File: config.mk
export PLATFORM = sky130hd
export DESIGN_NAME = decode_stage
export DESIGN_NICKNAME = d
export VERILOG_FILES = /design/src/rtl/rv32_pkg.sv /design/src/rtl/imm_gen.sv /design/src/rtl/decode_stage.sv
export SDC_FILE = /design/constraint.sdc
export NUM_CORES = 1
export LEC_CHECK = 0
export BUFFER_PORTS_ARGS = -buffer_cell sky130_fd_sc_hd__buf_2
export CAP_MARGIN = 20
export CORE_ASPECT_RATIO = 0.75
export CORE_MARGIN = 4
export CORE_UTILIZATION = 45
export CTS_BUF_LIST = sky130_fd_sc_hd__clkbuf_8
export DETAILED_ROUTE_END_ITERATION = 8
export PLACE_DENSITY_LB_ADDON = 0.3
export SETUP_SLACK_MARGIN = 0.02
export SLEW_MARGIN = 10
export SYNTH_ARGS = -nofsm -noshare
export SYNTH_HDL_FRONTEND = slang
export SYNTH_SLANG_ARGS = --single-unit
File: constraint.sdc
create_clock -name clk -period 3.09 [get_ports clk]
set_input_delay 0.309 -clock clk [delete_from_list [all_inputs] [get_ports clk]]
set_output_delay 0.309 -clock clk [all_outputs]
set_load 0.01 [all_outputs]
File: src/rtl/rv32_pkg.sv
`default_nettype none
// ============================================================================
// Module      : rv32_pkg
// Description : Shared RV32I decode types: control bundle, opcodes, ALU
//               control codes and ALU operand-select encodings.
// Revision    : 1.0 - initial release
// ============================================================================
package rv32_pkg;

    // Major opcodes (instr[6:0])
    localparam logic [6:0] OPC_LUI    = 7'b0110111;
    localparam logic [6:0] OPC_AUIPC  = 7'b0010111;
    localparam logic [6:0] OPC_JAL    = 7'b1101111;
    localparam logic [6:0] OPC_JALR   = 7'b1100111;
    localparam logic [6:0] OPC_BRANCH = 7'b1100011;
    localparam logic [6:0] OPC_LOAD   = 7'b0000011;
    localparam logic [6:0] OPC_STORE  = 7'b0100011;
    localparam logic [6:0] OPC_OP_IMM = 7'b0010011;
    localparam logic [6:0] OPC_OP     = 7'b0110011;
    localparam logic [6:0] OPC_FENCE  = 7'b0001111;

    // ALU control: {m_op, func7[5], func3}
    localparam logic [4:0] ALU_ADD  = 5'b00000;
    localparam logic [4:0] ALU_SUB  = 5'b01000;
    localparam logic [4:0] ALU_SLL  = 5'b00001;
    localparam logic [4:0] ALU_SLT  = 5'b00010;
    localparam logic [4:0] ALU_SLTU = 5'b00011;
    localparam logic [4:0] ALU_XOR  = 5'b00100;
    localparam logic [4:0] ALU_SRL  = 5'b00101;
    localparam logic [4:0] ALU_SRA  = 5'b01101;
    localparam logic [4:0] ALU_OR   = 5'b00110;
    localparam logic [4:0] ALU_AND  = 5'b00111;

    // ALU operand A / B selects
    localparam logic [1:0] SRC_A_RS1  = 2'd0;
    localparam logic [1:0] SRC_A_PC   = 2'd1;
    localparam logic [1:0] SRC_A_ZERO = 2'd2;
    localparam logic       SRC_B_RS2  = 1'b0;
    localparam logic       SRC_B_IMM  = 1'b1;

    typedef struct packed {
        logic [1:0] alu_src_a;
        logic       alu_src_b;
        logic [4:0] alu_ctrl;
        logic       mem_read;
        logic       mem_write;
        logic [1:0] mem_size;
        logic       mem_unsigned;
        logic       mem_to_reg;
        logic       branch;
        logic [2:0] br_func3;
        logic       jal;
        logic       jalr;
        logic       reg_write;
    } ctrl_t;

endpackage
`default_nettype wire

File: src/rtl/imm_gen.sv
`default_nettype none
// ============================================================================
// Module      : imm_gen
// Description : Combinational RV32I immediate generator (I/S/B/U/J formats),
//               sign-extended from instr[31] to XLEN.
// Revision    : 1.0 - initial release
// ============================================================================
module imm_gen
    import rv32_pkg::*;
#(
    parameter int XLEN = 32
) (
    input  logic [31:0]     instr,
    output logic [XLEN-1:0] imm
);

    logic [31:0] imm32;

    // Select the immediate format from the opcode; 32-bit result first
    always_comb begin
        imm32 = 32'd0;
        case (instr[6:0])
            OPC_LOAD, OPC_OP_IMM, OPC_JALR:
                imm32 = {{20{instr[31]}}, instr[31:20]};
            OPC_STORE:
                imm32 = {{20{instr[31]}}, instr[31:25], instr[11:7]};
            OPC_BRANCH:
                imm32 = {{19{instr[31]}}, instr[31], instr[7], instr[30:25],
                         instr[11:8], 1'b0};
            OPC_LUI, OPC_AUIPC:
                imm32 = {instr[31:12], 12'd0};
            OPC_JAL:
                imm32 = {{11{instr[31]}}, instr[31], instr[19:12], instr[20],
                         instr[30:21], 1'b0};
            default:
                imm32 = 32'd0;
        endcase
    end

    // Widen to XLEN; a zero-width replication is avoided for XLEN == 32
    generate
        if (XLEN == 32) begin : g_xlen32
            assign imm = imm32;
        end else begin : g_xlen_wide
            assign imm = {{(XLEN-32){imm32[31]}}, imm32};
        end
    endgenerate

endmodule
`default_nettype wire

File: src/rtl/decode_stage.sv
`default_nettype none
// ============================================================================
// Module      : decode_stage
// Description : Registered RV32I(M) decode stage with immediate generation,
//               illegal detection, load-use interlock and ID/EX register.
// Revision    : 1.0 - initial release
// ============================================================================
module decode_stage
    import rv32_pkg::*;
#(
    parameter int XLEN  = 32,
    parameter int EN_M  = 0,
    parameter int CNT_W = 16
) (
    input  logic             clk,
    input  logic             rst,
    input  logic             if_valid,
    input  logic [31:0]      if_instr,
    input  logic [XLEN-1:0]  if_pc,
    output logic             id_ready,
    input  logic             flush,
    input  logic             ex_ready,
    output logic             ex_valid,
    output logic [XLEN-1:0]  ex_pc,
    output logic [4:0]       ex_rs1,
    output logic [4:0]       ex_rs2,
    output logic [4:0]       ex_rd,
    output logic [XLEN-1:0]  ex_imm,
    output ctrl_t            ex_ctrl,
    output logic             ex_illegal,
    output logic [CNT_W-1:0] illegal_count
);

    logic [6:0] opcode;
    logic [2:0] f3;
    logic [6:0] f7;
    assign opcode = if_instr[6:0];
    assign f3     = if_instr[14:12];
    assign f7     = if_instr[31:25];

    logic [XLEN-1:0] dec_imm;
    imm_gen #(.XLEN(XLEN)) u_imm_gen (
        .instr (if_instr),
        .imm   (dec_imm)
    );

    ctrl_t dec_ctrl;
    logic  dec_illegal;
    logic  uses_rs1, uses_rs2, uses_rd;

    // Instruction decode: control bundle, register usage and legality
    always_comb begin
        dec_ctrl    = '0;
        dec_illegal = 1'b0;
        uses_rs1    = 1'b0;
        uses_rs2    = 1'b0;
        uses_rd     = 1'b0;
        case (opcode)
            OPC_LUI: begin
                dec_ctrl.alu_src_a = SRC_A_ZERO;
                dec_ctrl.alu_src_b = SRC_B_IMM;
                dec_ctrl.reg_write = 1'b1;
                uses_rd            = 1'b1;
            end
            OPC_AUIPC: begin
                dec_ctrl.alu_src_a = SRC_A_PC;
                dec_ctrl.alu_src_b = SRC_B_IMM;
                dec_ctrl.reg_write = 1'b1;
                uses_rd            = 1'b1;
            end
            OPC_JAL: begin
                dec_ctrl.alu_src_a = SRC_A_PC;
                dec_ctrl.alu_src_b = SRC_B_IMM;
                dec_ctrl.jal       = 1'b1;
                dec_ctrl.reg_write = 1'b1;
                uses_rd            = 1'b1;
            end
            OPC_JALR: begin
                dec_ctrl.alu_src_b = SRC_B_IMM;
                dec_ctrl.jalr      = 1'b1;
                dec_ctrl.reg_write = 1'b1;
                uses_rs1           = 1'b1;
                uses_rd            = 1'b1;
                dec_illegal        = (f3 != 3'b000);
            end
            OPC_BRANCH: begin
                dec_ctrl.branch   = 1'b1;
                dec_ctrl.br_func3 = f3;
                uses_rs1          = 1'b1;
                uses_rs2          = 1'b1;
                case (f3[2:1])
                    2'b00:   dec_ctrl.alu_ctrl = ALU_SUB;
                    2'b10:   dec_ctrl.alu_ctrl = ALU_SLT;
                    2'b11:   dec_ctrl.alu_ctrl = ALU_SLTU;
                    default: dec_illegal       = 1'b1;
                endcase
            end
            OPC_LOAD: begin
                dec_ctrl.alu_src_b    = SRC_B_IMM;
                dec_ctrl.mem_read     = 1'b1;
                dec_ctrl.mem_to_reg   = 1'b1;
                dec_ctrl.reg_write    = 1'b1;
                dec_ctrl.mem_size     = f3[1:0];
                dec_ctrl.mem_unsigned = f3[2];
                uses_rs1              = 1'b1;
                uses_rd               = 1'b1;
                dec_illegal           = (f3 == 3'b011) || (f3 == 3'b110) || (f3 == 3'b111);
            end
            OPC_STORE: begin
                dec_ctrl.alu_src_b = SRC_B_IMM;
                dec_ctrl.mem_write = 1'b1;
                dec_ctrl.mem_size  = f3[1:0];
                uses_rs1           = 1'b1;
                uses_rs2           = 1'b1;
                dec_illegal        = (f3 >= 3'b011);
            end
            OPC_OP_IMM: begin
                dec_ctrl.alu_src_b = SRC_B_IMM;
                dec_ctrl.reg_write = 1'b1;
                dec_ctrl.alu_ctrl  = {2'b00, f3};
                uses_rs1           = 1'b1;
                uses_rd            = 1'b1;
                // Only shifts constrain func7; only SRAI sets the SUB/SRA bit
                if (f3 == 3'b001) begin
                    dec_illegal = (f7 != 7'b0000000);
                end else if (f3 == 3'b101) begin
                    dec_ctrl.alu_ctrl[3] = f7[5];
                    dec_illegal = (f7 != 7'b0000000) && (f7 != 7'b0100000);
                end
            end
            OPC_OP: begin
                dec_ctrl.reg_write = 1'b1;
                uses_rs1           = 1'b1;
                uses_rs2           = 1'b1;
                uses_rd            = 1'b1;
                if (f7 == 7'b0000000) begin
                    dec_ctrl.alu_ctrl = {2'b00, f3};
                end else if (f7 == 7'b0100000 && (f3 == 3'b000 || f3 == 3'b101)) begin
                    dec_ctrl.alu_ctrl = {2'b01, f3};
                end else if (f7 == 7'b0000001 && EN_M != 0) begin
                    dec_ctrl.alu_ctrl = {2'b10, f3};
                end else begin
                    dec_illegal = 1'b1;
                end
            end
            OPC_FENCE: begin
                // Architecturally a no-op in this in-order pipeline
            end
            default: dec_illegal = 1'b1;
        endcase

        if (if_instr[1:0] != 2'b11) begin
            dec_illegal = 1'b1;
        end

        // Illegal instructions must not change architectural state
        if (dec_illegal) begin
            dec_ctrl.reg_write = 1'b0;
            dec_ctrl.mem_read  = 1'b0;
            dec_ctrl.mem_write = 1'b0;
            dec_ctrl.branch    = 1'b0;
            dec_ctrl.jal       = 1'b0;
            dec_ctrl.jalr      = 1'b0;
        end
    end

    logic [4:0] dec_rs1, dec_rs2, dec_rd;
    assign dec_rs1 = uses_rs1 ? if_instr[19:15] : 5'd0;
    assign dec_rs2 = uses_rs2 ? if_instr[24:20] : 5'd0;
    assign dec_rd  = uses_rd  ? if_instr[11:7]  : 5'd0;

    logic             ex_valid_q, ex_valid_d;
    logic [XLEN-1:0]  ex_pc_q, ex_pc_d;
    logic [4:0]       ex_rs1_q, ex_rs1_d;
    logic [4:0]       ex_rs2_q, ex_rs2_d;
    logic [4:0]       ex_rd_q, ex_rd_d;
    logic [XLEN-1:0]  ex_imm_q, ex_imm_d;
    ctrl_t            ex_ctrl_q, ex_ctrl_d;
    logic             ex_illegal_q, ex_illegal_d;
    logic [CNT_W-1:0] illegal_count_q, illegal_count_d;

    logic hazard, load_en;

    // Load-use interlock against the instruction currently in ID/EX
    assign hazard  = ex_valid_q && ex_ctrl_q.mem_read && (ex_rd_q != 5'd0) &&
                     ((uses_rs1 && dec_rs1 == ex_rd_q) || (uses_rs2 && dec_rs2 == ex_rd_q));
    assign load_en  = !ex_valid_q || ex_ready;
    assign id_ready = flush || (load_en && !hazard);

    // ID/EX next-state: flush squashes, otherwise capture or insert a bubble
    always_comb begin
        ex_valid_d      = ex_valid_q;
        ex_pc_d         = ex_pc_q;
        ex_rs1_d        = ex_rs1_q;
        ex_rs2_d        = ex_rs2_q;
        ex_rd_d         = ex_rd_q;
        ex_imm_d        = ex_imm_q;
        ex_ctrl_d       = ex_ctrl_q;
        ex_illegal_d    = ex_illegal_q;
        illegal_count_d = illegal_count_q;
        if (flush) begin
            ex_valid_d   = 1'b0;
            ex_ctrl_d    = '0;
            ex_illegal_d = 1'b0;
        end else if (load_en) begin
            if (if_valid && !hazard) begin
                ex_valid_d   = 1'b1;
                ex_pc_d      = if_pc;
                ex_rs1_d     = dec_rs1;
                ex_rs2_d     = dec_rs2;
                ex_rd_d      = dec_rd;
                ex_imm_d     = dec_imm;
                ex_ctrl_d    = dec_ctrl;
                ex_illegal_d = dec_illegal;
                if (dec_illegal && illegal_count_q != {CNT_W{1'b1}}) begin
                    illegal_count_d = illegal_count_q + CNT_W'(1);
                end
            end else begin
                ex_valid_d   = 1'b0;
                ex_ctrl_d    = '0;
                ex_illegal_d = 1'b0;
            end
        end
    end

    // ID/EX register with synchronous reset
    always_ff @(posedge clk) begin
        if (rst) begin
            ex_valid_q      <= 1'b0;
            ex_pc_q         <= '0;
            ex_rs1_q        <= '0;
            ex_rs2_q        <= '0;
            ex_rd_q         <= '0;
            ex_imm_q        <= '0;
            ex_ctrl_q       <= '0;
            ex_illegal_q    <= 1'b0;
            illegal_count_q <= '0;
        end else begin
            ex_valid_q      <= ex_valid_d;
            ex_pc_q         <= ex_pc_d;
            ex_rs1_q        <= ex_rs1_d;
            ex_rs2_q        <= ex_rs2_d;
            ex_rd_q         <= ex_rd_d;
            ex_imm_q        <= ex_imm_d;
            ex_ctrl_q       <= ex_ctrl_d;
            ex_illegal_q    <= ex_illegal_d;
            illegal_count_q <= illegal_count_d;
        end
    end

    assign ex_valid      = ex_valid_q;
    assign ex_pc         = ex_pc_q;
    assign ex_rs1        = ex_rs1_q;
    assign ex_rs2        = ex_rs2_q;
    assign ex_rd         = ex_rd_q;
    assign ex_imm        = ex_imm_q;
    assign ex_ctrl       = ex_ctrl_q;
    assign ex_illegal    = ex_illegal_q;
    assign illegal_count = illegal_count_q;

endmodule
`default_nettype wire
==> impl_metrics.env, run 1 <==
export IMPL_run_status="finished, final reports clean"
export IMPL_cts_root_buf="clkbuf_8"
export IMPL_slew_headroom=0.371
export IMPL_worstPathRequired_ns=3.43
export IMPL_rows=33
export IMPL_p_leak_nw=2.90
export IMPL_diodes=0
export IMPL_cts_htree_levels=4
export IMPL_layout_commonest_cell="buf_2"
export IMPL_ant_nets=0
export IMPL_die_x_um=132
export IMPL_maxSlewViolCount=0
export IMPL_wl_per_cell_um=16.8
export IMPL_synth_edf_count=0
export IMPL_clock_latency_ns=0.42
export IMPL_ios=188
export IMPL_synth_seq_area_share=0.453
export IMPL_drc_errors=0
export IMPL_synth_area_per_cell_um2=8.19
export IMPL_via_per_inst=5.64
export IMPL_drive_above_1_share=0.295
export IMPL_hold_end="ex_pc[24]"
export IMPL_clock_sinks=117
export IMPL_synth_top_cell_by_area="dfxtp_1"
export IMPL_first_global_vias=4979
export IMPL_multiInputGateArea_um2=2600
export IMPL_start_kind="flop"
export IMPL_crit_arrival_ns=3.22
export IMPL_ys_types=62
export IMPL_dr_max_layer_used="met4"
export IMPL_grt_pass1_wl_um=25300
export IMPL_hp_class="in -> reg"
export IMPL_intPower_mw=2.47
export IMPL_min_period_ns=2.87
export IMPL_grt_usage=0.236
export IMPL_fillers=1012
export IMPL_layout_nets=865
export IMPL_dp_hpwl_um=11600
export IMPL_hold_viol_final=0
export IMPL_fp_dieH_um=101
export IMPL_syn_nets=702
export IMPL_rsz0062_at_grt="false"
export IMPL_cp_end_kind="flop"
export IMPL_cts_buffer_depth=2
export IMPL_clock_skew_ns=0.0103
export IMPL_synthTopCellsByArea="dfxtp_1 45%, nand2_1 8.2%, a21oi_1 6.1%, a211oi_1 3.3%, nor2_1 3.2%"
export IMPL_cap_violations=0
export IMPL_p_per_area_nw_per_um2=507
export IMPL_r2r_start="ex_rd[0]"
export IMPL_drt_met1_wl_um=6840
export IMPL_r2r_cells=6
export IMPL_finalSetupViolations=0
export IMPL_drtIter0Drc=432
export IMPL_grt_overflow_total=0
export IMPL_yosys_warnings=0
export IMPL_hold_path_depth=3
export IMPL_layout_cells_most_common_list="186 x buf_2, 117 x dfxtp_1, 113 x nand2_1"
export IMPL_routed_wl_met2_um=7390
export IMPL_dr_pass1_iters=5
export IMPL_seq_area_um2=2340
export IMPL_grt_antenna_before_repair=0
export IMPL_synth_top_flop_cell="dfxtp_1"
export IMPL_pwr_share_comb=0.108
export IMPL_gp_congestion=0.924
export IMPL_postSynth_asyncResetShare=0
export IMPL_switchingPower_mw=0.867
export IMPL_ff2ff_setup_slack_ns=0.22
export IMPL_netlist_instances=632
export IMPL_cts_tree="yes"
export IMPL_tightest_slew_ns=0.943
export IMPL_grt_max_degree=96
export IMPL_clk_pin_slew_ns=0.07
export IMPL_num_vias=5343
export IMPL_tns_ns=0
export IMPL_synth_seq_cells=117
export IMPL_dr_wl_met3_um=1550
export IMPL_post_cts_setup_buffer_count=0
export IMPL_p_clk_frac=0.421
export IMPL_portBuffers=186
export IMPL_crit_fanout=33
export IMPL_swShare=0.259
export IMPL_synth_area_um2=5170
export IMPL_power_total_mw=3.34
export IMPL_fmax_mhz=348
export IMPL_worstReg2RegEnd="illegal_count[11]"
export IMPL_wirelength_um=16000
export IMPL_start_util=0.468
export IMPL_peakVddDrop_uv=431
export IMPL_die_area_um2=13300
export IMPL_critPathKind="reg -> reg"
export IMPL_core_area_um2=11100
export IMPL_syn2layout_area_growth_pct=27.2
export IMPL_numCtsBuffers=17
export IMPL_fin_crit_sh=0.929
export IMPL_hold_start="if_pc[24]"
export IMPL_synth_top_area_share=0.453
export IMPL_seqPwrFrac=0.472
==> Yosys cell counts (3+ instances only) <==
cell      count
o31ai_1      16
nand3_1      25
o21ai_0       8
buf_2        10
a22o_1       11
inv_1         8
and3_1        7
nor4_1        4
nand2_1     113
or4_1        14
a211oi_1     23
or3_1         4
o21ai_1       9
nor3_1       28
nand3b_1     10
nor2b_1       8
clkbuf_1     37
xnor2_1       5
dfxtp_1     117
or2_2         3
o211ai_1      3
a21oi_1      63
a21o_1        3
a221oi_1      4
xor2_1        5
a32o_1        6
nor2_1       44
==> area by class of cell <==
| class | count | area share |
|---|---|---|
| Clock buffer | 21 | 0.0439 |
| Clock inverter | 11 | 0.0165 |
| Inverter | 8 | 0.00456 |
| Multi-Input combinational cell | 456 | 0.395 |
| Sequential cell | 117 | 0.356 |
| Tap cell | 140 | 0.0266 |
| Timing Repair Buffer | 195 | 0.157 |
==> kinds of logic (layout without fill, tap and decap cells) <==
logic type / count (synthesis) / after routing / share of synthesized area
mux: 2 / 2 / 0.00411
buf+inv: 59 / 235 / 0.0488
compound gates: 163 / 163 / 0.212
fa+ha+maj: 1 / 1 / 0.00242
simple gates: 279 / 279 / 0.262
xor+xnor: 10 / 10 / 0.0169
other cells: 1 / 1 / 0.000725
flops: 117 / 117 / 0.453
==> sequential cells by signal, summed over array words and instances, names as in the netlist <==
signal / flops
ex_ctrl: 20
ex_illegal: 1
ex_imm: 32
ex_pc: 32
ex_rd: 5
ex_rs1: 5
ex_rs2: 5
ex_valid: 1
illegal_count: 16
==> layer usage <==
| metal | up-vias | GRT usage |
|---|---|---|
| met5 | - | 0 |
| met4 | 0 | 0.0799 |
| met3 | 21 | 0.0793 |
| met2 | 241 | 0.369 |
| met1 | 2489 | 0.309 |
| li1 | 2592 | - |
==> stage by stage <==
step           instance area, um2  setup slack [ns]   util  std cells  hold slack [ns]
2_1_floorplan                5170             0.719      -        632            0.432
3_3_place_gp                 6180             0.216  0.558        916            0.431
3_5_place_dp                 6180             0.167  0.558        916            0.438
4_1_cts                      6570             0.167  0.594        948           0.0949
5_1_grt                      6580            0.0386  0.595        948           0.0907
6_report                     6580             0.219  0.595        948            0.117
==> power groups by stage <==
stage / Sequential [mW] / Clock [mW] / Combinational, mW
2_1_floorplan: 1.63 / 0 / 0.184
3_3_place_gp: 1.61 / 0 / 0.348
3_5_place_dp: 1.61 / 0 / 0.357
4_1_cts: 1.57 / 1.43 / 0.359
5_1_grt: 1.58 / 1.52 / 0.395
6_report: 1.57 / 1.41 / 0.359
==> critical path, cell delays in order (launching register included) <==
cell	delay, ns
dfxtp_1	0.37
or4_1	0.58
o211ai_1	0.24
or4_1	0.24
nand3_2	0.51
or4_1	0.67
a21oi_1	0.16
==> worst max path at each step <==
stage,startpoint,endpoint,cells past startpoint,slack [ns]
6_report,ex_rd[0],illegal_count[11],6,0.22
3_3_place_gp,ex_rd[0],ex_imm[4],6,0.22
2_1_floorplan,ex_rd[0],ex_rs2[3],9,0.72
5_1_grt,ex_rd[0],illegal_count[3],6,0.04
4_1_cts,ex_rd[0],ex_imm[4],6,0.17
3_5_place_dp,if_instr[6],ex_pc[15],8,0.17
==> repair_timing <==
item	4_1_cts	5_1_grt
hold buffers	0	0
gates resized for setup	0	2
endpoints found under the setup margin	0	10
Note: power is estimated with default switching activity, not from simulation.
==> inputs of run 2 (changes only) <==
--- a/config.mk
+++ b/config.mk
@@ -17,4 +17,5 @@
 export SLEW_MARGIN = 10
 export SYNTH_ARGS = -nofsm -noshare
 export SYNTH_HDL_FRONTEND = slang
+export SYNTH_HIERARCHICAL = 1
 export SYNTH_SLANG_ARGS = --single-unit
==> run 2 against run 1 <==
  * Register-to-register slack improved by 0.23 ns
  * First-iteration DRC count fell by 37%
  * Synthesized cell count grew 4.0%
  * Maximum frequency grew 8.6%
  * Clock power hardly changed
  * Sequential power is essentially flat
  * Setup slack gained 0.23 ns
  * Routed wire length increased by 4.2%
  * Cell count increased by 5.7%
  * Sequential share of layout area fell by 2.5 points
  * Critical path depth unchanged
  * Die area grew 8.3%
  * Critical path type unchanged
  * Largest cell class unchanged
  * Largest power group unchanged
==> impl_metrics.env, run 2 <==
export IMPL_r2r_cells=6
export IMPL_cts_root_buf="clkbuf_8"
export IMPL_syn2layout_area_growth_pct=25.6
export IMPL_tns_ns=0
export IMPL_synthMostInstantiatedCell="dfxtp_1"
export IMPL_cap_violations=0
export IMPL_synth_top_flop_cell="dfxtp_1"
export IMPL_die_area_um2=14400
export IMPL_diodes=0
export IMPL_tightest_slew_ns=0.738
export IMPL_drc_errors=0
export IMPL_maxSlewViolCount=0
export IMPL_fin_crit_sh=0.855
export IMPL_fillers=1112
export IMPL_pwr_share_comb=0.106
export IMPL_first_global_vias=5371
export IMPL_drive_above_1_share=0.315
export IMPL_dpl_cell_area_um2=6680
export IMPL_cts_buffer_depth=2
export IMPL_ant_nets=0
export IMPL_post_cts_setup_buffer_count=0
export IMPL_drtIter0Drc=271
export IMPL_layout_nets=893
export IMPL_dr_pass1_iters=7
export IMPL_cts_tree="yes"
export IMPL_clock_skew_ns=0.0105
export IMPL_wl_per_cell_um=16.6
export IMPL_rsz0062_at_grt="false"
export IMPL_rows=35
export IMPL_synth_edf_count=0
export IMPL_synth_area_um2=5640
export IMPL_swShare=0.270
export IMPL_dr_wl_met3_um=1350
export IMPL_crit_fanout=7
export IMPL_clock_latency_ns=0.42
export IMPL_yosys_warnings=6
export IMPL_run_status="finished, final reports clean"
export IMPL_layout_cells_most_common_list="185 x buf_2, 117 x dfxtp_1, 107 x nor2_1"
export IMPL_ys_types=67
export IMPL_min_period_ns=2.64
export IMPL_worstPathRequired_ns=3.40
export IMPL_ios=188
export IMPL_start_kind="flop"
export IMPL_syn_nets=727
export IMPL_fin_area_um2=7080
export IMPL_dp_cells=970
export IMPL_whs_ns=0.116
export IMPL_grt_pass1_wl_um=26400
export IMPL_postSynth_asyncResetShare=0
export IMPL_die_x_um=137
export IMPL_critPathKind="reg -> reg"
export IMPL_slew_headroom=0.508
export IMPL_layout_commonest_cell="buf_2"
export IMPL_netlist_instances=657
export IMPL_p_leak_nw=3.08
export IMPL_grt_max_degree=71
export IMPL_routed_wl_met2_um=7790
export IMPL_drt_met1_wl_um=7330
export IMPL_core_area_um2=12300
export IMPL_p_per_area_nw_per_um2=468
export IMPL_wirelength_um=16600
export IMPL_finalSetupViolations=0
export IMPL_portBuffers=186
export IMPL_intPower_mw=2.42
export IMPL_grt_overflow_total=0
export IMPL_synth_top_cell_by_area="dfxtp_1"
export IMPL_crit_arrival_ns=2.95
export IMPL_cts_resized_gates=0
export IMPL_cts_hold_buffers_added=0
export IMPL_fp_dieH_um=105
export IMPL_p_clk_frac=0.427
export IMPL_fmax_mhz=378
export IMPL_via_per_inst=5.43
export IMPL_num_vias=5444
export IMPL_synth_area_per_cell_um2=8.58
export IMPL_synth_seq_area_share=0.415
export IMPL_clock_sinks=117
export IMPL_synth_top_area_share=0.415
export IMPL_cts_htree_levels=4
export IMPL_hold_viol_final=0
export IMPL_start_util=0.460
export IMPL_hold_path_depth=3
export IMPL_gp_congestion=0.904
export IMPL_clk_pin_slew_ns=0.08
export IMPL_grt_antenna_before_repair=0
export IMPL_peakVddDrop_uv=421
export IMPL_dr_max_layer_used="met4"
export IMPL_layoutNonFillerInstCount=1002
export IMPL_hp_class="in -> reg"
export IMPL_grt_usage=0.229
export IMPL_synthTopCellsByArea="dfxtp_1 42%, mux2i_1 12%, nor2_1 7.1%, nand3_1 3.5%, a21oi_1 2.8%"
export IMPL_seqPwrFrac=0.468
export IMPL_numCtsBuffers=17
export IMPL_dp_hpwl_um=12200
export IMPL_synth_commonest_cells="117 x dfxtp_1, 107 x nor2_1, 66 x mux2i_1"
export IMPL_switchingPower_mw=0.895
export IMPL_synth_seq_cells=117
export IMPL_cp_end_kind="flop"
[run 2: cell types whose count changed after synthesis, sizes merged, moves of 8 or more]
cell,change
nand3,+13
a211oi,-23
nand2,-73
nor2,+63
o21ai,+12
a32oi,+8
nor3,-18
o31ai,-11
mux2i,+65
a21oi,-30
nand2b,+11
[run 2: final timing paths]
kind                                   from  slack, ns               end
worst max-delay path               ex_rd[0]       0.45  illegal_count[7]
worst min register to register  ex_ctrl[11]       0.45       ex_ctrl[11]
worst max register to register     ex_rd[0]       0.45  illegal_count[7]
worst min-delay path              if_pc[29]       0.12         ex_pc[29]
[run 2: routing by layer]
metal | track usage | vias up
met5 | 0 | -
met4 | 0.0662 | 0
met3 | 0.0751 | 17
met2 | 0.372 | 190
met1 | 0.291 | 2590
li1 | - | 2647
[run 2: critical path: stages, from the launching register on]
cell	delay, ns
dfxtp_1	0.37
or4_4	0.57
o211ai_2	0.19
nor4_1	0.12
or4_1	0.68
nor3_1	0.24
mux2_2	0.36
[run 2: layout make-up]
cell class | instances | area [um2] | share of cell area
clock buffers | 18 | 248 | 0.0350
clock inverters | 14 | 153 | 0.0216
inverters | 8 | 30.0 | 0.00424
multi-input cells | 480 | 3050 | 0.430
flip-flops and latches | 117 | 2340 | 0.331
well taps | 166 | 208 | 0.0293
repair buffers | 199 | 1060 | 0.149
[run 2: cells by family (layout without fill, tap and decap cells)]
kind of cell / after synthesis / after routing / synth area share
other: 1 / 1 / 0.000665
adders and majority gates: 1 / 1 / 0.00222
xor gates and xnor gates: 11 / 11 / 0.0171
AOI/OAI and AO/OA: 115 / 115 / 0.139
muxes: 74 / 74 / 0.133
DFF: 117 / 117 / 0.415
buffers and inverters: 60 / 239 / 0.0468
and+or+nand+nor: 278 / 278 / 0.246
[run 2: per-stage QoR]
step	setup WS (ns)	total power [mW]	util
floorplan	0.656	1.79	-
global placement	0.550	1.92	0.545
detailed placement	0.461	1.93	0.545
CTS	0.469	3.35	0.578
global route	0.301	3.47	0.578
finish	0.447	3.31	0.578
[run 2: power by group through the flow]
stage	Sequential [mW]	Clock, mW	Combinational, mW
CTS	1.55	1.45	0.348
finish	1.55	1.41	0.350
floorplan	1.60	0	0.197
detailed placement	1.58	0	0.347
global route	1.55	1.53	0.382
global placement	1.58	0	0.335
==> inputs of run 3 (changes only) <==
==> constraint.sdc (replaced) <==
create_clock -name clk -period 2.63 [get_ports clk]
set_input_delay 0.263 -clock clk [delete_from_list [all_inputs] [get_ports clk]]
set_output_delay 0.263 -clock clk [all_outputs]
set_load 0.01 [all_outputs]
==> run 3 against run 2 <==
  * Sequential power up 17%
  * Clock-buffer cell count up 4
  * Clock skew up 0.0065 ns
  * Non-clock buffer count up 9
  * Routed wire length down 2.0%
  * Power up 13%
==> impl_metrics.env, run 3 (same netlist as run 2, synthesis figures left out) <==
export IMPL_drtIter0Drc=330
export IMPL_wirelength_um=16300
export IMPL_critPathKind="reg -> reg"
export IMPL_die_area_um2=14400
export IMPL_dpl_cell_area_um2=6750
export IMPL_layout_cells_most_common_list="185 x buf_2, 117 x dfxtp_1, 107 x nor2_1"
export IMPL_cts_root_buf="clkbuf_8"
export IMPL_clk_pin_slew_ns=0.07
export IMPL_cp_cell_sequence="or4_4 > o211ai_2 > nor4_1 > or4_1 > nor4_2 > mux2_2"
export IMPL_worstPathRequired_ns=2.94
export IMPL_seq_area_um2=2340
export IMPL_start_util=0.460
export IMPL_diodes=0
export IMPL_cts_tree="yes"
export IMPL_numCtsBuffers=17
export IMPL_num_vias=5401
export IMPL_fin_area_um2=7110
export IMPL_layout_commonest_cell="buf_2"
export IMPL_drc_errors=0
export IMPL_tightest_slew_ns=0.625
export IMPL_die_x_um=137
export IMPL_hp_class="in -> reg"
export IMPL_timing_final_ws_setup_ns=0.0959
export IMPL_tns_ns=0
export IMPL_cpMaxStageDelayCell="or4_1"
export IMPL_rows=35
export IMPL_gp_congestion=0.830
export IMPL_fillers=1150
export IMPL_maxSlewViolCount=0
export IMPL_rsz0062_at_grt="false"
export IMPL_drive_above_1_share=0.317
export IMPL_fp_dieH_um=105
export IMPL_crit_fanout=7
export IMPL_grt_pass1_wl_um=26100
export IMPL_clock_latency_ns=0.43
export IMPL_dp_hpwl_um=12200
export IMPL_clock_skew_ns=0.0170
export IMPL_layoutNonFillerInstCount=1007
export IMPL_hold_viol_final=0
export IMPL_swShare=0.250
export IMPL_p_per_area_nw_per_um2=528
export IMPL_intPower_mw=2.81
export IMPL_min_period_ns=2.53
export IMPL_cts_buffer_depth=2
export IMPL_crit_arrival_ns=2.85
export IMPL_p_clk_frac=0.404
export IMPL_fin_crit_sh=0.964
export IMPL_cp_end_kind="flop"
export IMPL_run_status="finished, final reports clean"
export IMPL_syn2layout_area_growth_pct=26.0
export IMPL_start_kind="flop"
export IMPL_via_per_inst=5.36
export IMPL_cts_htree_levels=4
export IMPL_finalSetupViolations=0
export IMPL_slowest_delay_ns=0.69
export IMPL_cap_violations=0
export IMPL_seqPwrFrac=0.486
export IMPL_slew_headroom=0.583
export IMPL_layout_nets=902
export IMPL_grt_max_degree=63
export IMPL_ios=188
export IMPL_dp_cells=979
export IMPL_core_area_um2=12300
export IMPL_switchingPower_mw=0.938
export IMPL_peakVddDrop_uv=346
export IMPL_grt_usage=0.227
export IMPL_first_global_vias=5235
export IMPL_multiInputGateArea_um2=3050
export IMPL_grt_antenna_before_repair=2
export IMPL_p_leak_nw=3.13
export IMPL_wl_per_cell_um=16.2
export IMPL_cts_resized_gates=0
export IMPL_fmax_mhz=395
export IMPL_clock_sinks=117
export IMPL_post_cts_setup_buffer_count=0
export IMPL_portBuffers=186
export IMPL_cts_hold_buffers_added=0
export IMPL_grt_overflow_total=0
export IMPL_pwr_share_comb=0.110
export IMPL_ant_nets=0
export IMPL_dr_pass1_iters=4
export IMPL_dp_slack_ns=0.108
## run 3: cell types whose count changed in the layout (fill, tap and decap cells not counted), moves of 2 or more
cell,delta
clkbuf_8,+4
clkinv_4,-3
clkinvlp_4,-4
clkinv_2,+2
inv_6,-3
buf_4,+9
## run 3: final timing paths
path | start | endpoint | slack [ns] | cells after the start
setup reg to reg | ex_rd[0] | illegal_count[15] | 0.1 | 6
hold / removal | if_pc[30] | ex_pc[30] | 0.07 | 3
hold reg to reg | ex_rs1[4] | ex_rs1[4] | 0.45 | 2
setup / recovery | ex_rd[0] | illegal_count[15] | 0.1 | 6
## run 3: power groups by stage
stage | Sequential [mW] | Combinational (mW) | Clock [mW]
2_1_floorplan | 1.87 | 0.231 | 0
3_3_place_gp | 1.86 | 0.397 | 0
3_5_place_dp | 1.86 | 0.410 | 0
4_1_cts | 1.82 | 0.411 | 1.57
5_1_grt | 1.82 | 0.452 | 1.65
6_report | 1.82 | 0.412 | 1.52
## run 3: cell type report
type | count | share of cell area
Clock inverter | 6 | 0.00757
Timing Repair Buffer | 208 | 0.158
Inverter | 8 | 0.00423
Multi-Input combinational cell | 480 | 0.429
Sequential cell | 117 | 0.330
Tap cell | 166 | 0.0292
Clock buffer | 22 | 0.0426
## run 3: critical path: cells and delay by family, from the launching register on
kind / cells / cell delay, ns
and+or+nand+nor: 4 / 1.56
DFF: 1 / 0.31
muxes: 1 / 0.36
AOI/OAI and AO/OA: 1 / 0.19
## run 3: per-stage QoR
stage,power [mW],util,hold WS [ns]
6_report,3.75,0.579,0.0695
5_1_grt,3.93,0.579,0.0634
4_1_cts,3.80,0.579,0.0416
3_5_place_dp,2.27,0.550,0.444
3_3_place_gp,2.26,0.550,0.441
2_1_floorplan,2.11,-,0.400
## run 3: per-layer routing
metal | routed length (um) | global-route usage | vias up
met1 | 7330 | 0.299 | 2544
met5 | 27 | 0 | -
met3 | 1230 | 0.0775 | 22
met4 | 208 | 0.0605 | 4
met2 | 7510 | 0.354 | 166
li1 | - | - | 2665
